### src/rtl/flash_pkg.sv
`default_nettype none
// ============================================================================
// Module      : flash_pkg
// Description : Shared constants for the SPI flash read path: address width,
//               read opcode, arbiter state encoding and round-robin helper.
// Revision    : 1.0 - initial release
// ============================================================================
package flash_pkg;

  localparam int FLASH_ADDR_WIDTH = 24;
  localparam logic [7:0] READ_COMMAND = 8'h03;

  // Arbiter scheduler states
  localparam int ARB_STATE_W = 2;
  localparam logic [1:0] ARB_IDLE   = 2'd0;
  localparam logic [1:0] ARB_ISSUE  = 2'd1;
  localparam logic [1:0] ARB_STREAM = 2'd2;

  // Two-way round-robin pick: on contention the port that did not win last
  // time goes next; otherwise the sole requester wins (port 0 when idle).
  function automatic logic rr_pick(input logic req0, input logic req1,
                                   input logic last);
    return (req0 && req1) ? ~last : req1;
  endfunction

endpackage
`default_nettype wire

### src/rtl/rr_arbiter2.sv
`default_nettype none
// ============================================================================
// Module      : rr_arbiter2
// Description : Two-requester round-robin arbiter. Grant is combinational;
//               the remembered winner only moves when the caller advances.
// Revision    : 1.0 - initial release
// ============================================================================
module rr_arbiter2
  import flash_pkg::*;
(
  input  logic clock,
  input  logic reset,
  input  logic req0,
  input  logic req1,
  input  logic advance,
  output logic grant,
  output logic grant_valid
);

  // Port 1 counts as the last winner out of reset so port 0 wins first tie.
  logic last_grant;

  // Combinational grant from current requests and the last winner
  always_comb begin
    grant_valid = req0 | req1;
    grant       = rr_pick(req0, req1, last_grant);
  end

  // Remember the winner whenever the grant is actually consumed
  always_ff @(posedge clock or posedge reset) begin
    if (reset) begin
      last_grant <= 1'b1;
    end else if (advance) begin
      last_grant <= grant;
    end
  end

endmodule
`default_nettype wire

### src/rtl/flash_read_arbiter.sv
`default_nettype none
// ============================================================================
// Module      : flash_read_arbiter
// Description : Schedules whole read transactions from two requesters onto
//               one SPI flash read engine and routes bytes / completion back
//               to the owning port. Flags engine protocol violations.
// Revision    : 1.0 - initial release
// ============================================================================
module flash_read_arbiter
  import flash_pkg::*;
#(
  parameter int ADDR_WIDTH = FLASH_ADDR_WIDTH,
  parameter int LEN_WIDTH  = 16
) (
  input  logic                  clock,
  input  logic                  reset,
  // requester 0
  input  logic                  req0_valid,
  output logic                  req0_ready,
  input  logic [ADDR_WIDTH-1:0] req0_addr,
  input  logic [LEN_WIDTH-1:0]  req0_len,
  output logic [7:0]            req0_data,
  output logic                  req0_data_valid,
  output logic                  req0_done,
  // requester 1
  input  logic                  req1_valid,
  output logic                  req1_ready,
  input  logic [ADDR_WIDTH-1:0] req1_addr,
  input  logic [LEN_WIDTH-1:0]  req1_len,
  output logic [7:0]            req1_data,
  output logic                  req1_data_valid,
  output logic                  req1_done,
  // engine
  output logic                  eng_valid,
  input  logic                  eng_ready,
  output logic [ADDR_WIDTH-1:0] eng_addr,
  output logic [LEN_WIDTH-1:0]  eng_len,
  input  logic [7:0]            eng_data,
  input  logic                  eng_data_valid,
  input  logic                  eng_done,
  // status
  output logic                  busy,
  output logic                  proto_err
);

  logic [ARB_STATE_W-1:0] state;
  logic                   owner;
  logic [ADDR_WIDTH-1:0]  addr_q;
  logic [LEN_WIDTH-1:0]   len_q;
  logic [LEN_WIDTH-1:0]   byte_cnt;
  logic [7:0]             data_q;
  logic                   dv0_q;
  logic                   dv1_q;
  logic                   done0_q;
  logic                   done1_q;
  logic                   perr_q;

  logic                   grant;
  logic                   grant_valid;
  logic                   accept;
  logic                   idle_open;
  logic [ADDR_WIDTH-1:0]  sel_addr;
  logic [LEN_WIDTH-1:0]   sel_len;
  logic                   in_stream;
  logic                   byte_ok;
  logic [LEN_WIDTH-1:0]   cnt_next;
  logic                   err_event;

  rr_arbiter2 u_arb (
    .clock       (clock),
    .reset       (reset),
    .req0        (req0_valid),
    .req1        (req1_valid),
    .advance     (accept),
    .grant       (grant),
    .grant_valid (grant_valid)
  );

  // Request handshake and selection of the winning port's command
  always_comb begin
    // Ready is masked during reset so every output reads 0 while it is held.
    idle_open  = (state == ARB_IDLE) && !reset;
    req0_ready = idle_open && grant_valid && !grant && req0_valid;
    req1_ready = idle_open && grant_valid &&  grant && req1_valid;
    accept     = req0_ready | req1_ready;
    sel_addr   = grant ? req1_addr : req0_addr;
    sel_len    = grant ? req1_len  : req0_len;
  end

  // Byte acceptance, running count and protocol-violation detection
  always_comb begin
    in_stream = (state == ARB_STREAM);
    // Bytes beyond the requested length are dropped, never forwarded.
    byte_ok   = in_stream && eng_data_valid && (byte_cnt != len_q);
    cnt_next  = byte_cnt + LEN_WIDTH'(byte_ok);
    // A byte arriving together with done counts toward the length check.
    err_event = (eng_data_valid && !in_stream)
              || (in_stream && eng_data_valid && (byte_cnt == len_q))
              || (in_stream && eng_done && (cnt_next != len_q));
  end

  // Output drive: engine command only while issuing, status from state
  always_comb begin
    eng_valid       = (state == ARB_ISSUE);
    eng_addr        = eng_valid ? addr_q : '0;
    eng_len         = eng_valid ? len_q  : '0;
    busy            = (state != ARB_IDLE);
    proto_err       = perr_q;
    req0_data       = data_q;
    req1_data       = data_q;
    req0_data_valid = dv0_q;
    req1_data_valid = dv1_q;
    req0_done       = done0_q;
    req1_done       = done1_q;
  end

  // Scheduler FSM: accept a transaction, issue it, stream until done
  always_ff @(posedge clock or posedge reset) begin
    if (reset) begin
      state    <= ARB_IDLE;
      owner    <= 1'b0;
      addr_q   <= '0;
      len_q    <= '0;
      byte_cnt <= '0;
    end else begin
      case (state)
        ARB_IDLE: begin
          if (accept) begin
            owner  <= grant;
            addr_q <= sel_addr;
            len_q  <= sel_len;
            // Zero-length reads complete without touching the engine.
            if (sel_len != '0) begin
              state <= ARB_ISSUE;
            end
          end
        end
        ARB_ISSUE: begin
          if (eng_ready) begin
            state    <= ARB_STREAM;
            byte_cnt <= '0;
          end
        end
        ARB_STREAM: begin
          byte_cnt <= cnt_next;
          if (eng_done) begin
            state <= ARB_IDLE;
          end
        end
        default: begin
          state <= ARB_IDLE;
        end
      endcase
    end
  end

  // Registered routing of byte strobes, data and completion to the owner
  always_ff @(posedge clock or posedge reset) begin
    if (reset) begin
      data_q  <= '0;
      dv0_q   <= 1'b0;
      dv1_q   <= 1'b0;
      done0_q <= 1'b0;
      done1_q <= 1'b0;
    end else begin
      dv0_q   <= byte_ok && !owner;
      dv1_q   <= byte_ok &&  owner;
      if (byte_ok) begin
        data_q <= eng_data;
      end
      done0_q <= (accept && !grant && (sel_len == '0))
               || (in_stream && eng_done && !owner);
      done1_q <= (accept &&  grant && (sel_len == '0))
               || (in_stream && eng_done &&  owner);
    end
  end

  // Sticky protocol error flag, cleared only by reset
  always_ff @(posedge clock or posedge reset) begin
    if (reset) begin
      perr_q <= 1'b0;
    end else if (err_event) begin
      perr_q <= 1'b1;
    end
  end

endmodule
`default_nettype wire

### config.mk
export PLATFORM = sky130hd
export DESIGN_NAME = flash_read_arbiter
export DESIGN_NICKNAME = d
export VERILOG_FILES = /design/src/rtl/flash_pkg.sv /design/src/rtl/rr_arbiter2.sv /design/src/rtl/flash_read_arbiter.sv
export SDC_FILE = /design/constraint.sdc
export NUM_CORES = 1
export LEC_CHECK = 0
export ABC_CLOCK_PERIOD_IN_PS = 7700
export BUFFER_PORTS_ARGS = -buffer_cell sky130_fd_sc_hd__clkbuf_2
export CAP_MARGIN = 40
export CORE_UTILIZATION = 54
export DETAILED_ROUTE_END_ITERATION = 10
export PLACE_DENSITY = 0.95
export SLEW_MARGIN = 15
export SYNTH_ARGS = -nofsm -noshare
export SYNTH_HDL_FRONTEND = slang
export SYNTH_HIERARCHICAL = 1
export SYNTH_SLANG_ARGS = --single-unit
export TNS_END_PERCENT = 50
### constraint.sdc
create_clock -name clock -period 7.7 [get_ports clock]
set_input_delay 1.925 -clock clock [delete_from_list [all_inputs] [get_ports clock]]
set_output_delay 1.925 -clock clock [all_outputs]
set_load 0.01 [all_outputs]
; Word-level counts from Yosys, hierarchy flattened
; Cells that the tools add are included.
[classes]
addsub = 1
n_bitwise = 3
n_eq_ne = 9
muxes = 12
reduce_logical = 37
[ops]
columns = cell, n
row1 = $mux W16, 3
row2 = $mux W24, 2
row3 = $ne A16 B16 Y1, 2
row4 = $pmux W16 S2, 1
row5 = $logic_and A1 B1 Y1, 21
row6 = $add A16 B1 Y16, 1
row7 = $eq A16 B16 Y1, 1
row8 = $logic_not A16 Y1, 1
row9 = $reduce_bool A16 Y1, 1
row10 = $mux W2, 4
row11 = $pmux W2 S3, 1
row12 = $logic_not A1 Y1, 4
row13 = $logic_or A1 B1 Y1, 4
row14 = $ne A2 B1 Y1 const B, 2
row15 = $ne A2 B2 Y1 const B, 2
row16 = $reduce_and A2 Y1, 2
row17 = $reduce_and A4 Y1, 1
row18 = $reduce_bool A2 Y1, 2
row19 = $eq A2 B1 Y1 const B, 1
row20 = $eq A2 B2 Y1 const B, 1
row21 = $logic_not A2 Y1, 1
row22 = $or A1 B1 Y1, 2
row23 = $mux W1, 1
row24 = $not A1 Y1, 1
[word_totals]
inputBits = 95
wordCells = 74
ff_bits = 73

; Longest topological paths before layout
; Gate-level depths: netlist of run 1.
[depth]
word_depth = 9
mapped_depth = 17

; By module
; Netlist of run 1, hierarchy kept.
[by_module_without_submodules]
columns = module, instances, cells_per_inst, seq_area_each_um2, area_each_um2
row1 = flash_read_arbiter, 1, 467, 1801.7, 4261.6
row2 = rr_arbiter2, 1, 5, 26.3, 62.6

; Worst setup path after synthesis of run 1
; No wires, ideal clock.
[synth_timing]
path_kind = input to output
start = input port req1_valid
end = output port req1_ready
stages = 3
setup_slack_ns = 3.178
arrival_ns = 2.597
n_path_buf = 1
t_required_ns = 5.775
cell_sequence = a21boi_2 clkbuf_1 and3_1
[synth_between]
elab_chain_len = 4
word_cells_on_any_way = 6
[synth_rtl]
columns = element, line
row1 = "start, declared", flash_read_arbiter.sv:26  ; input logic req1_valid,
row2 = $or A1 B1 Y1 or $logic_and A1 B1 Y1 (tied branches), "rr_arbiter2.sv:25, flash_pkg.sv:23"
row3 = $logic_and A1 B1 Y1 or $mux W1 (tied branches), "flash_read_arbiter.sv:84, flash_pkg.sv:23"
row4 = $logic_and A1 B1 Y1, flash_read_arbiter.sv:84  ; req1_ready = idle_open && grant_valid && grant && req1_valid;
row5 = $logic_and A1 B1 Y1 *, flash_read_arbiter.sv:84
row6 = "end, declared", flash_read_arbiter.sv:27  ; output logic req1_ready,
; Mark *: on every way between the ends. The rest lies on a longest branch, timed or not.

; Worst setup path after layout of run 1
[layout_timing]
start = input port req0_valid
end = output port req0_ready
[layout_between]
elab_chain_len = 5
word_cells_on_any_way = 7
[layout_rtl]
columns = element, line
row1 = "start, declared", flash_read_arbiter.sv:18  ; input logic req0_valid,
row2 = $logic_and A1 B1 Y1, flash_pkg.sv:23  ; return (req0 && req1) ? ~last : req1;
row3 = $mux W1, flash_pkg.sv:23
row4 = net grant, flash_read_arbiter.sv:58  ; logic grant;
row5 = $logic_not A1 Y1, flash_read_arbiter.sv:83  ; req0_ready = idle_open && grant_valid && !grant && req0_valid;
row6 = $logic_and A1 B1 Y1 (2 in a row), flash_read_arbiter.sv:83
row7 = "end, declared", flash_read_arbiter.sv:19  ; output logic req0_ready,
; The timed path passes the listed nets, and every way through them passes these cells.

==> results of run 1 <==
==> layout make-up <==
class                   count  area [sq um]  share of cell area, %
repair buffers            165         853.3                  15.97
well taps                 102         127.6                  2.388
clock inverters             5         62.56                  1.171
multi-input cells         351          2280                  42.66
inverters                  11         41.29                 0.7727
flip-flops and latches     73          1828                  34.21
clock buffers              11         151.4                  2.833
==> metrics by stage <==
stage          instances  utilization [%]  setup WS (ns)  hold slack (ns)  cell area, sq um
2_1_floorplan        472                -          3.178           0.4433              4324
3_3_place_gp         701            66.13          2.624           0.4653              5110
3_5_place_dp         702            66.39          2.538           0.4770              5130
4_1_cts              718            69.15          2.545           0.4953              5344
5_1_grt              718            69.15          2.486           0.5271              5344
6_report             718            69.15          2.565           0.4923              5344
==> how the worst max path moves through the flow <==
| stage | startpoint | end | slack (ns) | depth (start not counted) |
|---|---|---|---|---|
| 3_3_place_gp | req0_valid | req0_ready | 2.62 | 5 |
| 5_1_grt | req0_valid | req0_ready | 2.49 | 5 |
| 2_1_floorplan | req1_valid | req1_ready | 3.18 | 3 |
| 4_1_cts | req0_valid | req0_ready | 2.55 | 5 |
| 3_5_place_dp | req0_valid | req0_ready | 2.54 | 5 |
| 6_report | req0_valid | req0_ready | 2.57 | 5 |
==> worst max-delay path: cells and delay by family <==
family,cells,cell delay (ns)
buffers and inverters,3,0.83
AOI/OAI and AO/OA,1,0.15
and+or+nand+nor,1,0.29
==> logic make-up after synthesis <==
logic type | count (synthesis) | share of synthesized area (%)
muxes | 51 | 12.15
xor gates and xnor gates | 31 | 6.279
AOI/OAI and AO/OA | 86 | 11.14
buffers and inverters | 48 | 5.237
DFF | 73 | 42.27
adders and majority gates | 2 | 0.5786
and+or+nand+nor | 181 | 22.34
==> registers in the layout, indices dropped and copies added (netlist names) <==
signal / cells
req0_done: 1
proto_err: 1
req1_done: 1
req0_data: 8
byte_cnt: 16
addr_q: 24
req0_data_valid: 1
state: 2
owner: 1
len_q: 16
req1_data_valid: 1
u_arb/last_grant: 1
==> power by group through the flow <==
stage | registers [W] | clock network [W] | logic [W]
after floorplan | 0.000612 | 0 | 0.000418
after global placement | 0.000634 | 0 | 0.000575
after detailed placement | 0.000642 | 0 | 0.000595
after CTS | 0.000636 | 0.000327 | 0.000597
after global routing | 0.000653 | 0.000343 | 0.000657
final | 0.000638 | 0.000322 | 0.000596
==> synth_stat cells, types with 4 or more instances <==
library cell	count
inv_1	11
xnor2_1	17
and2_1	39
nand2_1	22
xor2_1	14
nor3_1	9
mux2_2	8
mux2i_1	42
nor2_1	63
clkbuf_1	16
o21ai_0	18
and3_1	4
nand4_1	5
buf_2	13
dfrtp_1	72
nand3_1	6
a31oi_1	4
nor4_1	9
a21oi_1	49
buf_4	8
==> metal layers <==
layer	vias to the layer above	global-route usage [%]	part of all wire, %
met4	0	12.96	2.2
met2	176	47.31	50
met3	27	7.286	7.5
met1	1927	33.77	40
li1	1897	-	-
met5	-	0	0
==> metrics.txt, run 1 <==
outcome complete, no violations; overall power between 0.0015 and 0.002 W; initial antenna violation count 0; Max Clk Rate 194.8 MHz; most common cell after layout, fill and taps aside clkbuf_2; Sink Count 73; Die W 91.49 um; num rows 32; synth top area cells dfrtp_1 (42%), mux2i_1 (9.7%), a21oi_1 (5.7%); total CTS buffers 9; IO Count 160; hold depth 2; Crit Path Class primary input to output port; Pleak roughly 2.6 nW; Slew @ Worst Pin ~0.77 ns; Net Sw Power 0.0005967 W; commonest cells after routing, fill and taps aside clkbuf_2 (159), dfrtp_1 (72), nor2_1 (63), a21oi_1 (49), mux2i_1 (42); Setup TNS 0 ns; quantity of gates resized following cts 0; Synth Flop Type dfrtp_1; combinational power share about two fifths; VDD IR max approximately 0.16 mV; clock-pin slew on the worst setup and hold paths ~0.080 ns; worst r2r dst byte_cnt[14]; normalized max-slew margin slightly below 50%; Max Cap Viol 0; crit path DAT ~3.2 ns; H-tree levels 3; CTS hold repair buffers 0; detailed-placement wirelength estimate 8480 um; crit path max fanout 46; Final Cycle Share between 60% and 70%; largest net degree at the start of global routing 83; Antenna diodes 0; Int Power about 0.00096 W; DR pass1 iterations 5; CP startpoint kind primary input; global-route wire length before repair ~19000 um; RSZ-0062 raised after global routing no; Starting DRT DRC Count 222; Final setup viols 0; CP Cell Sequence clkbuf_2 -> a21boi_4 -> buf_4 -> and3b_1 -> clkbuf_2; Final Max Slew Viols 0; reg2reg start state[0]; Syn Area/Cell about 9.2 sq um; clock skew 0.01450 ns; worst path required time a little under 6 ns; vias in the first global route ~4000; die area 8370 sq um; detailed-route DRC error count 0; GRT overflow 0; Netlist cell types 50; Clk pwr share 20.7%; Synth area leader dfrtp_1; GRT Total Usage between 20% and 30%; Worst path slowest cell buf_4; worst hold path type flip-flop to flip-flop; Hold Path Sink proto_err; WL per Instance approximately 16 um; CTS tree yes; r2r setup slk 3.96 ns; sequential element share of the synthesized area a little over two fifths; placer congestion estimate between 0.9 and 1; Initial Utilization between 50% and 60%; Die Span Y a little over 90 um; CTS Root Cell clkbuf_8; Setup crit end kind output port; Net Count, Synth approximately 570; worst reg-to-reg path cell count 13; CP max stage delay 0.57 ns; Filler cells between 500 and 600; port bufs 159; CTS max path bufs 2; Setup Buffers After CTS 0; HP Start proto_err; synthesized instance count about 470; Clk Latency, worst-skew pair between 0.3 and 0.4 ns; Layout area overhead 23.58%; critical path's most frequent cell clkbuf_2; Flop pwr share between 40% and 50%; crit path time final about 5.1 ns; Yosys top cell area share 41.67%; ratio of cells with drive above 1 in the final layout around a third; Post-synth EDFFs 0; Vias per Instance between 5 and 6; Total Wirelength 11230 um; Yosys reg bits 73; Sw Share between 30% and 40%; Final Hold Viols 0; warnings from Yosys 6; P per Cell Area between 200 and 300 nW/um^2; Core Area between 7000 and 8000 sq um; FFs w/ async S/R, synth 100.0%; Mapped Area approximately 4300 sq um; Antenna Nets Post-Route 0; Layout Nets around 700; via count between 4000 and 5000
(Power assumes the default switching activity.)
==> inputs of run 2 (changes only) <==
Settings changed: ABC_CLOCK_PERIOD_IN_PS 7700 to 4850, CORE_UTILIZATION 54 to 50, PLACE_DENSITY 0.95 to 0.91.
Clock period 7.7 ns to 4.85 ns, I/O delays scaled along.
==> run 2 against run 1 <==
Net effect: sequential share of layout area fell by 0.15 points; via count fell by 2.7%; utilization fell by 4.5 points; total power rose by 61%; critical path depth rose by 8; die area rose by 7.8%; critical endpoint is now byte_cnt[14]; largest power group unchanged.
==> metrics.txt, run 2 (synthesis results as in run 1) <==
Clk Latency, worst-skew pair roughly 0.35 ns; Worst path slowest cell a31oi_1; Crit Path Class flip-flop to flip-flop; crit path max fanout 14; delay-heaviest family, CP simple AND/OR/NAND/NOR gates; VDD IR max between 0.2 and 0.25 mV; Initial Utilization 52.10%; Final Max Slew Viols 0; Final Cycle Share a little under 80%; worst reg-to-reg path cell count 13; Starting DRT DRC Count roughly 280; final worst slack 1.105 ns; initial antenna violation count 0; stages on the worst setup path 13; clock skew ~0.011 ns; Total Wirelength about 11000 um; Final Hold Viols 0; CTS Root Cell clkbuf_8; Sink Count between 70 and 80; Max Cap Viol 0; fin util 64.68%; CTS tree yes; CP startpoint kind flip-flop; wire length on met3 ~710 um; hold depth 1; max reg flops 24; detailed-placement wirelength estimate slightly below 9000 um; Antenna Nets Post-Route 0; H-tree levels 3; worst r2r dst byte_cnt[14]; CP Cell Sequence nand2b_1 -> a31oi_1 -> nand2_1 -> inv_1 -> ha_1 -> ha_1 -> nand3_2 -> nor2_1 -> nand4_1 -> nor3_1 -> nor2_1 -> o21ai_0 -> o21ai_0; detailed-route DRC error count 0; normalized max-slew margin about 44%; WL per Instance about 16 um; via count just under 4000; Die W between 90 and 100 um; GRT Total Usage between 20% and 30%; Top Registers addr_q x24, byte_cnt x16, len_q x16; quantity of gates resized following cts 0; Vias per Instance 5.434; reg2reg start state[0]; vias in the first global route between 3000 and 4000; Setup Buffers After CTS 0; IO Count between 150 and 200; r2r setup slk around 1.1 ns; placer congestion estimate 0.8950; Setup TNS 0 ns; number of buffers and inverters on the critical path 1; Max Clk Rate around 270 MHz; Pleak roughly 2.6 nW; total CTS buffers 9; num rows 33; ratio of cells with drive above 1 in the final layout between 30% and 40%; Slew @ Worst Pin 0.8335 ns; global-route wire length before repair between 15000 and 20000 um; GRT overflow 0; DR pass1 iterations 4; crit path time final between 3 and 4 ns; largest net degree at the start of global routing between 40 and 50; clock-pin slew on the worst setup and hold paths 0.09 ns; critical path endpoint byte_cnt[14]; most common cell after layout, fill and taps aside clkbuf_2; CTS max path bufs 2; crit path DAT approximately 4.0 ns; Critical Path Source state[0]; DR top layer met4; DP Worst Slack between 1 and 1.5 ns; CP max stage delay 0.42 ns; Layout Nets slightly above 700; Layout area overhead 24.13%; CTS hold repair buffers 0; P per Cell Area 466.9 nW/um^2; worst path required time a little over 5 ns; Core Area 8299 sq um; worst hold path type flip-flop to flip-flop; Final setup viols 0; RSZ-0062 raised after global routing no; Antenna diodes 0; port bufs between 150 and 200; met1 wire length around 4800 um; commonest cells after routing, fill and taps aside clkbuf_2 (159), dfrtp_1 (72), nor2_1 (63), a21oi_1 (49), mux2i_1 (42); Biggest register addr_q; overall power 0.002506 W; Die Span Y 95.00 um; die area 9024 sq um; outcome complete, no violations; Setup crit end kind flip-flop; met2 wire len about 5800 um
==> run 2: changes by cell type in the layout (fill, tap and decap cells not counted), sizes merged <==
| cell | before | now |
|---|---|---|
| clkinvlp | 2 | 0 |
| bufinv | 1 | 2 |
| inv | 12 | 13 |
| clkinv | 1 | 3 |
| clkbuf | 170 | 168 |
==> run 2: worst min-delay path by stage <==
stage | from | end
after floorplan | owner | req0_data_valid
after global placement | owner | req0_data_valid
after detailed placement | owner | req0_data_valid
after CTS | owner | req0_data_valid
after global routing | owner | req0_data_valid
final | owner | req0_data_valid
==> run 2: metal layers <==
| metal | global-route usage, % | vias to the layer above |
|---|---|---|
| met5 | 0 | - |
| met4 | 8.333 | 0 |
| met3 | 4.428 | 13 |
| met2 | 45.32 | 156 |
| met1 | 34.93 | 1853 |
| li1 | - | 1896 |
==> run 2: per-stage QoR <==
step	cell area, sq um	cells	hold WS, ns
after global placement	5114	704	0.4649
after global routing	5368	721	0.5267
after floorplan	4324	472	0.4433
final	5368	721	0.4765
after CTS	5368	721	0.4815
after detailed placement	5141	705	0.4709
==> run 2: layout make-up <==
class | instances | area (sq um)
well taps | 105 | 131.4
flip-flops and latches | 73 | 1828
multi-input cells | 351 | 2280
clock buffers | 9 | 123.9
repair buffers | 165 | 860.8
clock inverters | 7 | 102.6
inverters | 11 | 41.29
fillers | 688 | 2932
==> run 2: where the power goes <==
group | internal (W) | leakage (nW) | switching [W]
clock | 0.000296 | 0.116 | 0.000250
sequential | 0.000821 | 0.866 | 0.000193
combinational | 0.000433 | 1.64 | 0.000513
total | 0.00155 | 2.62 | 0.000956
==> inputs of run 3 (changes only) <==
Settings changed: ABC_CLOCK_PERIOD_IN_PS 4850 to 3800.
Clock period 4.85 ns to 3.8 ns, I/O delays scaled along.
==> run 3 against run 2 <==
Net effect: utilization is 0.71 points higher; sequential share of layout area fell by 0.37 points; combinational power is 29% higher; critical path type unchanged; fmax up 16%; non-clock buffer count rose by 4; largest power group unchanged; first-iteration DRC count shrank 25%.
==> metrics.txt, run 3 (synthesis results as in run 1) <==
num rows 33; Final setup viols 0; largest net degree at the start of global routing 83; DR pass1 iterations 4; fin util between 60% and 70%; Max Clk Rate slightly above 300 MHz; CTS max path bufs 2; normalized max-slew margin ~50%; DP Worst Slack roughly 0.60 ns; Max Cap Viol 0; GRT Total Usage roughly 27%; worst path required time around 4.0 ns; Total Wirelength approximately 12000 um; Sw Share between 30 and 40%; P per Cell Area around 620 nW/um^2; Final Hold Viols 0; outcome complete, no violations; Fin Hold WS around 0.5 ns; Setup crit end kind flip-flop; port bufs roughly 160; Vias per Instance roughly 5.4; H-tree levels 3; CTS Root Cell clkbuf_8; CTS hold repair buffers 0; Int Power ~0.0021 W; VDD IR max just over 0.4 mV; Final Max Slew Viols 0; clock-pin slew on the worst setup and hold paths roughly 0.08 ns; initial antenna violation count 0; worst hold path type flip-flop to flip-flop; clock skew 0.01288 ns; CP max stage delay between 0.4 and 0.5 ns; Pleak approximately 2.7 nW; crit path max fanout 7; global-route wire length before repair 18330 um; Initial Utilization around 52%; combinational power share 36.6%; crit path DAT around 3.5 ns; CP Cell Sequence xnor2_1 -> nand4_1 -> nor4_1 -> a31oi_1 -> nand2_1 -> inv_1 -> ha_1 -> ha_1 -> nand3_2 -> nor2_1 -> xnor2_1 -> nor4_1 -> nand4_1 -> and4bb_1 -> o21ai_1; crit path time final ~3.2 ns; IO Count 160; CP startpoint kind flip-flop; Setup Buffers After CTS 0; detailed-placement wirelength estimate 8772 um; WL per Instance roughly 16 um; quantity of gates resized following cts 0; vias in the first global route roughly 3800; Top Registers addr_q x24, byte_cnt x16, len_q x16; CTS tree yes; RSZ-0062 raised after global routing no; Flop pwr share a little under two fifths; Slew @ Worst Pin 0.7644 ns; Clk Latency, worst-skew pair ~0.36 ns; Layout area overhead 25.49%; die area 9024 sq um; Die W ~95 um; Crit Path Class flip-flop to flip-flop; Setup TNS 0 ns; detailed-route DRC error count 0; placer congestion estimate 0.9321; Antenna Nets Post-Route 0; commonest cells after routing, fill and taps aside clkbuf_2 (159), dfrtp_1 (72), nor2_1 (63), a21oi_1 (49), mux2i_1 (42); Starting DRT DRC Count 207; total CTS buffers 9; Antenna diodes 0; Net Sw Power 0.001209 W; final worst slack approximately 0.56 ns; Clk pwr share around a quarter; max reg flops 24; Worst path slowest cell dfrtp_1; Die Span Y between 90 and 100 um; Biggest register addr_q; Layout Nets 712; Final Cycle Share 85.27%; most common cell after layout, fill and taps aside clkbuf_2; Core Area 8299 sq um; ratio of cells with drive above 1 in the final layout 33.39%; Sink Count 73; GRT overflow 0; via count ~3900
## run 3: changes by cell type in the layout (fill, tap and decap cells not counted), sizes merged
cell    delta
bufinv     +2
buf        +4
clkbuf     +1
inv        -1
clkinv     -2
## run 3: power by group through the flow
stage,logic [W],clock network [W],registers [W]
6_report,0.00122,0.000835,0.00128
5_1_grt,0.00135,0.000883,0.00132
4_1_cts,0.00123,0.000846,0.00128
3_5_place_dp,0.00122,0,0.00129
3_3_place_gp,0.00120,0,0.00128
2_1_floorplan,0.000847,0,0.00124
## run 3: final timing paths
check / from / to / slack [ns] / cells after the start
hold reg to reg: proto_err / proto_err / 0.50 / 2
min in group asynchronous: reset / u_arb/last_grant / 0.60 / 2
setup / recovery: byte_cnt[9] / proto_err / 0.56 / 15
max in group asynchronous: reset / req0_data[5] / 2.29 / 3
hold / removal: proto_err / proto_err / 0.50 / 2
setup reg to reg: byte_cnt[9] / proto_err / 0.56 / 15
## run 3: final cells by class
| cell class | count | area (sq um) |
|---|---|---|
| fillers | 645 | 2873 |
| clock inverters | 6 | 137.6 |
| clock buffers | 10 | 137.6 |
| inverters | 11 | 41.29 |
| well taps | 105 | 131.4 |
| flip-flops and latches | 73 | 1828 |
| repair buffers | 169 | 870.8 |
| multi-input cells | 351 | 2280 |
## run 3: metal layers
metal	routed length (um)	track usage [%]	vias up
met5	0	0	-
met4	150	8.207	0
met3	800	7.246	15
met2	5711	45.08	168
met1	4957	33.95	1856
li1	-	-	1909
## run 3: critical path, delay by kind of cell (launching register included)
family | cells | cell delay (ns)
XOR/XNOR | 2 | 0.39
buffers and inverters | 1 | 0.05
AO/OA/AOI/OAI | 2 | 0.22
AND/OR/NAND/NOR | 8 | 1.54
flip-flops | 1 | 0.45
adder cells (fa/ha/maj) | 2 | 0.49
## run 3: metrics by stage
step / std cells / total power [W] / area (sq um)
detailed placement: 709 / 0.002512 / 5151
global placement: 709 / 0.002473 / 5151
finish: 725 / 0.003339 / 5426
CTS: 725 / 0.003352 / 5426
global route: 725 / 0.003552 / 5426
floorplan: 472 / 0.002086 / 4324
